File: config.mk
export PLATFORM = sky130hd
export DESIGN_NAME = pll_supervisor
export DESIGN_NICKNAME = d
export VERILOG_FILES = /design/src/rtl/pll_supervisor.sv
export SDC_FILE = /design/constraint.sdc
export NUM_CORES = 1
export LEC_CHECK = 0
export ABC_AREA = 1
export CORE_ASPECT_RATIO = 1.5
export CORE_MARGIN = 5
export CORE_UTILIZATION = 50
export CTS_CLUSTER_SIZE = 30
export DETAILED_ROUTE_END_ITERATION = 12
export HOLD_SLACK_MARGIN = 0.03
export PLACE_DENSITY = 0.7
export SLEW_MARGIN = 40
export SYNTH_ARGS = -nofsm -noshare
export SYNTH_HDL_FRONTEND = slang
export SYNTH_SLANG_ARGS = --single-unit
File: constraint.sdc
create_clock -name clkin -period 2.65 [get_ports clkin]
set_clock_uncertainty 0.2 [all_clocks]
set_input_delay 0.53 -clock clkin [delete_from_list [all_inputs] [get_ports clkin]]
set_output_delay 0.53 -clock clkin [all_outputs]
set_load 0.005 [all_outputs]
File: src/rtl/pll_supervisor.sv
// PLL supervisor: pulses the PLL reset, waits for a filtered lock, holds the
// downstream reset for a few cycles and then reports ready. Any loss of lock
// after the filter stage restarts the sequence and is counted in fail_count.
//
// state     | meaning
// ----------+---------------------------------------------------------------
// PLLRST    | pll_rst asserted for RST_PULSE cycles
// WAIT_LOCK | waiting for synchronized lock, retry after LOCK_TIMEOUT cycles
// FILTER    | lock must stay high LOCK_FILTER consecutive cycles
// HOLD      | lock stable, sys_reset held RST_HOLD more cycles
// RUN       | sys_reset released, ready high until lock drops
module pll_supervisor #(
   parameter int RST_PULSE    = 25,
   parameter int LOCK_TIMEOUT = 250000,
   parameter int LOCK_FILTER  = 2500,
   parameter int RST_HOLD     = 16
) (
   input  logic       clkin,
   input  logic       reset,
   input  logic       locked,
   output logic       pll_rst,
   output logic       sys_reset,
   output logic       ready,
   output logic [7:0] fail_count,
   output logic [2:0] state
);

   // Zero or negative parameters would make a state last no time at all;
   // clamping to 1 keeps every state at least one cycle long.
   localparam int RP_C = (RST_PULSE    < 1) ? 1 : RST_PULSE;
   localparam int LT_C = (LOCK_TIMEOUT < 1) ? 1 : LOCK_TIMEOUT;
   localparam int LF_C = (LOCK_FILTER  < 1) ? 1 : LOCK_FILTER;
   localparam int RH_C = (RST_HOLD     < 1) ? 1 : RST_HOLD;

   localparam int MAX_AB = (RP_C > LT_C) ? RP_C : LT_C;
   localparam int MAX_CD = (LF_C > RH_C) ? LF_C : RH_C;
   localparam int MAX_P  = (MAX_AB > MAX_CD) ? MAX_AB : MAX_CD;
   localparam int CW     = ($clog2(MAX_P + 1) > 24) ? $clog2(MAX_P + 1) : 24;

   localparam logic [CW-1:0] RP_TC = CW'(RP_C - 1);
   localparam logic [CW-1:0] LT_TC = CW'(LT_C - 1);
   localparam logic [CW-1:0] LF_TC = CW'(LF_C - 1);
   localparam logic [CW-1:0] RH_TC = CW'(RH_C - 1);

   typedef enum logic [2:0] {
      PLLRST    = 3'd0,
      WAIT_LOCK = 3'd1,
      FILTER    = 3'd2,
      HOLD      = 3'd3,
      RUN       = 3'd4
   } state_t;

   state_t        state_q, state_d;
   logic [CW-1:0] cnt_q, cnt_d;
   logic [7:0]    fail_q, fail_d;
   logic          sync1_q, locked_s_q;
   logic          pll_rst_q, sys_reset_q, ready_q;
   logic          bump;

   // Two-flop synchronizer for the asynchronous PLL lock pin.
   always_ff @(posedge clkin) begin
      if (reset) begin
         sync1_q    <= 1'b0;
         locked_s_q <= 1'b0;
      end else begin
         sync1_q    <= locked;
         locked_s_q <= sync1_q;
      end
   end

   // Next-state, shared counter and failure-count logic.
   always_comb begin
      state_d = state_q;
      cnt_d   = cnt_q + CW'(1);
      fail_d  = fail_q;
      bump    = 1'b0;
      unique case (state_q)
         PLLRST: begin
            if (cnt_q == RP_TC) state_d = WAIT_LOCK;
         end
         WAIT_LOCK: begin
            if (locked_s_q) begin
               state_d = FILTER;
            end else if (cnt_q == LT_TC) begin
               state_d = PLLRST;
               bump    = 1'b1;
            end
         end
         FILTER: begin
            // A glitch here is not a failure, just a restart of the wait.
            if (!locked_s_q)          state_d = WAIT_LOCK;
            else if (cnt_q == LF_TC)  state_d = HOLD;
         end
         HOLD: begin
            if (!locked_s_q) begin
               state_d = PLLRST;
               bump    = 1'b1;
            end else if (cnt_q == RH_TC) begin
               state_d = RUN;
            end
         end
         RUN: begin
            // Counter is frozen so it never wraps during long lock periods.
            cnt_d = cnt_q;
            if (!locked_s_q) begin
               state_d = PLLRST;
               bump    = 1'b1;
            end
         end
         default: state_d = PLLRST;
      endcase
      if (bump && (fail_q != 8'hFF)) fail_d = fail_q + 8'd1;
      if (state_d != state_q)        cnt_d  = '0;
   end

   // State, counter and outputs; outputs are registered from the next state
   // so they change on the same edge as the state register.
   always_ff @(posedge clkin) begin
      if (reset) begin
         state_q     <= PLLRST;
         cnt_q       <= '0;
         fail_q      <= 8'd0;
         pll_rst_q   <= 1'b1;
         sys_reset_q <= 1'b1;
         ready_q     <= 1'b0;
      end else begin
         state_q     <= state_d;
         cnt_q       <= cnt_d;
         fail_q      <= fail_d;
         pll_rst_q   <= (state_d == PLLRST);
         sys_reset_q <= (state_d != RUN);
         ready_q     <= (state_d == RUN);
      end
   end

   assign pll_rst    = pll_rst_q;
   assign sys_reset  = sys_reset_q;
   assign ready      = ready_q;
   assign fail_count = fail_q;
   assign state      = state_q;

endmodule

==> results.py <==
metrics = {
    "run_status": {
        "status": "completed",
    },
    "worst_setup_path": {
        "cp.required_ns": 2.61,
        "slowest_stage": "dfxtp_1",
        "reg2reg_slack_ns": 0.40,
        "worstPathArrival_ns": 2.21,
        "cpPeakStageDelay_ns": 0.44,
        "crit_top_cell": "nand2_1",
        "crit_type": "reg2reg",
        "cp-end-kind": "flip-flop",
        "crit_fanout": 24,
        "r2r_cells": 11,
        "r2r_start": "cnt_q[0]",
        "cp_cell_sequence": "ha_1 -> nand3_1 -> inv_2 -> nand3_1 -> nor2_1 -> nand2_1 -> nand2_1 -> nand2_1 -> o21bai_4 -> nand2_4 -> nor2_1",
        "start_kind": "flip-flop",
        "rr_endpoint": "cnt_q[17]",
    },
    "yosys": {
        "ys.flop_type": "dfxtp_1",
        "post-synth-top-area-fraction_pct": 34.5,
        "yosysWarnings": 0,
        "synthCells": 318,
        "synth_cell_type_count": 27,
        "synth_nets": 324,
        "synth-edff-count": 0,
        "yosys.area.top_type": "dfxtp_1",
        "syn_area_mm2": 0.00232,
        "synthArstFlopShare_pct": 0,
        "yosysMostFrequentCell": "nand2_1",
        "seq_area_frac_synth_pct": 34.5,
        "synth_area_leaders": "dfxtp_1 (35%), nand2_1 (9.7%), nor2_1 (8.3%)",
        "synth.avg_cell_area_um2": 7.29,
        "ys_top_cells_by_count": "nand2_1 (60), nor2_1 (51), dfxtp_1 (40), inv_1 (26), nor2_2 (23)",
        "ys_seq_elements": 40,
    },
    "sta": {
        "max-slew-margin-rel_pct": 71.1,
        "hold_violations": 0,
        "fmax_ghz": 0.444,
        "fin_setup_tns_ns": 0,
        "fin_crit_sh_pct": 85.0,
        "whs_ns": 0.208,
        "rsz0062_at_grt": "no",
        "worst_pin_slew_ns": 0.433,
        "setup_viol": 0,
        "drv_slew": 0,
        "period_minus_slack_ns": 2.25,
    },
    "clock_network": {
        "cts_setup_buffers": 0,
        "clock_latency_ns": 0.29,
        "clk_pin_slew_ns": 0.07,
        "cts_buffers": 5,
        "cts_sinks": 40,
        "cts_tree": "built",
        "cts.repair.resized": 0,
        "postCtsHoldBufs": 0,
        "clockRootBuffer": "clkbuf_8",
        "cts.path.max_buffers": 2,
        "htree_levels": 2,
    },
    "floorplanning": {
        "start_util_pct": 51.5,
        "core_mm2": 0.00450,
        "dieWidth_um": 65.6,
        "rows": 30,
        "die_h_um": 93.4,
        "die_area_mm2": 0.00613,
        "io_pins": 17,
    },
    "placement": {
        "place.gp.congestion": 0.947,
        "port_buffers": 16,
        "hpwl_um": 3790,
        "dp.cells": 378,
    },
    "global_route": {
        "grt_pass1_vias": 2014,
        "grt_max_degree": 25,
        "grt_remaining_overflow": 0,
        "track_usage_pct": 17.9,
        "grt_pass1_wl_um": 8620,
        "antenna_found_initial": 0,
    },
    "min_path": {
        "holdPathEnd": "locked_s_q",
        "hp-start": "sync1_q",
        "hold_class": "reg2reg",
        "hold-path-cell-count": 2,
    },
    "final_layout": {
        "layoutNonFillerInstCount": 385,
        "utilization_pct": 57.4,
        "drive_above_1_share_pct": 14.5,
        "diodes": 0,
        "layout.nets": 343,
        "areaGrowthSynthToFinish_pct": 11.5,
    },
    "routing": {
        "routed_wirelength_um": 4840,
        "routed.top_layer": "met4",
        "wl_met3_um": 152,
        "num_vias": 2021,
        "dr.pass1.iters": 4,
        "route.met2.wl_um": 2480,
        "drc": 0,
        "wire_per_inst_um": 12.6,
        "avgViaCountPerCell": 5.25,
        "drt_iter0_drc": 124,
        "met1_length_um": 2020,
        "ant_nets": 0,
    },
    "power_and_ir_drop": {
        "p_seq_share_pct": 57.0,
        "combPwrFrac_pct": 3.7,
        "p_switching_uw": 225,
        "pwr-share-clk_pct": 39.3,
        "p_int_uw": 851,
        "swShare_pct": 20.9,
        "p_leak_uw": 0.000944,
        "ir_drop_uv": 255,
        "fin_total_pwr_uw": 1080,
        "p_per_area_mw_per_mm2": 416,
    },
    "run": {
        "maxCapViolCount": 0,
    },
}
==> worst max-delay path, delay by kind of cell, from the launching register on <==
kind,cells,cell delay (ns)
buffers and inverters,1,0.11
AOI/OAI and AO/OA,1,0.18
adders and majority gates,1,0.26
and+or+nand+nor,8,0.93
DFF,1,0.44
==> state kept, by name, indices dropped and copies added, names as in the netlist <==
| signal | count |
|---|---|
| cnt_q | 24 |
| fail_count | 8 |
| state | 3 |
| locked_s_q | 1 |
| pll_rst | 1 |
| ready | 1 |
| sync1_q | 1 |
| sys_reset | 1 |
==> layout by cell type (no fill, tap or decap), types with 7 or more instances in the layout <==
cell | Yosys | routed
a21oi_1 | 12 | 12
clkbuf_8 | 0 | 7
clkdlybuf4s50_1 | 0 | 16
dfxtp_1 | 40 | 40
inv_1 | 26 | 26
nand2_1 | 60 | 60
nand3_1 | 22 | 22
nand4_1 | 17 | 17
nor2_1 | 51 | 51
nor2_2 | 23 | 23
nor3_1 | 10 | 10
xnor2_1 | 11 | 11
xor2_1 | 15 | 15
==> layout make-up <==
cell class / instances / area (µm²)
well taps: 48 / 60.1
clock buffers: 7 / 96.3
inverters: 29 / 109
multi-input cells: 243 / 1340
repair buffers: 18 / 175
flip-flops and latches: 40 / 801
fillers: 451 / 1920
==> routing by layer <==
metal / track usage (%) / vias up
met5: 0 / -
met4: 9.00 / 0
met3: 3.37 / 16
met2: 33.4 / 37
met1: 18.5 / 906
li1: - / 1062
==> power groups by stage <==
stage                     Sequential (µW)  Clock, µW  Combinational, µW
after detailed placement              627          0               40.5
after CTS                             613        441               40.4
after floorplan                       625          0               35.9
after global placement                626          0               39.8
final                                 613        423               39.4
after global routing                  614        471               45.5
==> through the flow <==
step	setup WS, ns	area (µm²)
3_5_place_dp	0.404	2490
4_1_cts	0.376	2580
5_1_grt	0.177	2580
3_3_place_gp	0.483	2490
2_1_floorplan	0.715	2320
6_report	0.399	2580
==> how the worst max path moves through the flow <==
stage               slack (ns)        end  cells after the start  startpoint
floorplan                 0.71  cnt_q[11]                     12    cnt_q[0]
global placement          0.48  cnt_q[14]                     11    cnt_q[0]
detailed placement        0.40  cnt_q[17]                     11    cnt_q[0]
CTS                       0.38  cnt_q[17]                     11    cnt_q[0]
global route              0.18  cnt_q[14]                      9    cnt_q[0]
finish                    0.40  cnt_q[17]                     11    cnt_q[0]
==> logic make-up after synthesis <==
kind of cell / count (synthesis) / share of synthesized area, %
DFF: 40 / 34.5
xor gates and xnor gates: 26 / 9.82
AOI/OAI and AO/OA: 14 / 3.62
buffers and inverters: 35 / 7.50
and+or+nand+nor: 200 / 42.9
adders and majority gates: 3 / 1.62
Note: power is estimated with default switching activity, not from simulation.
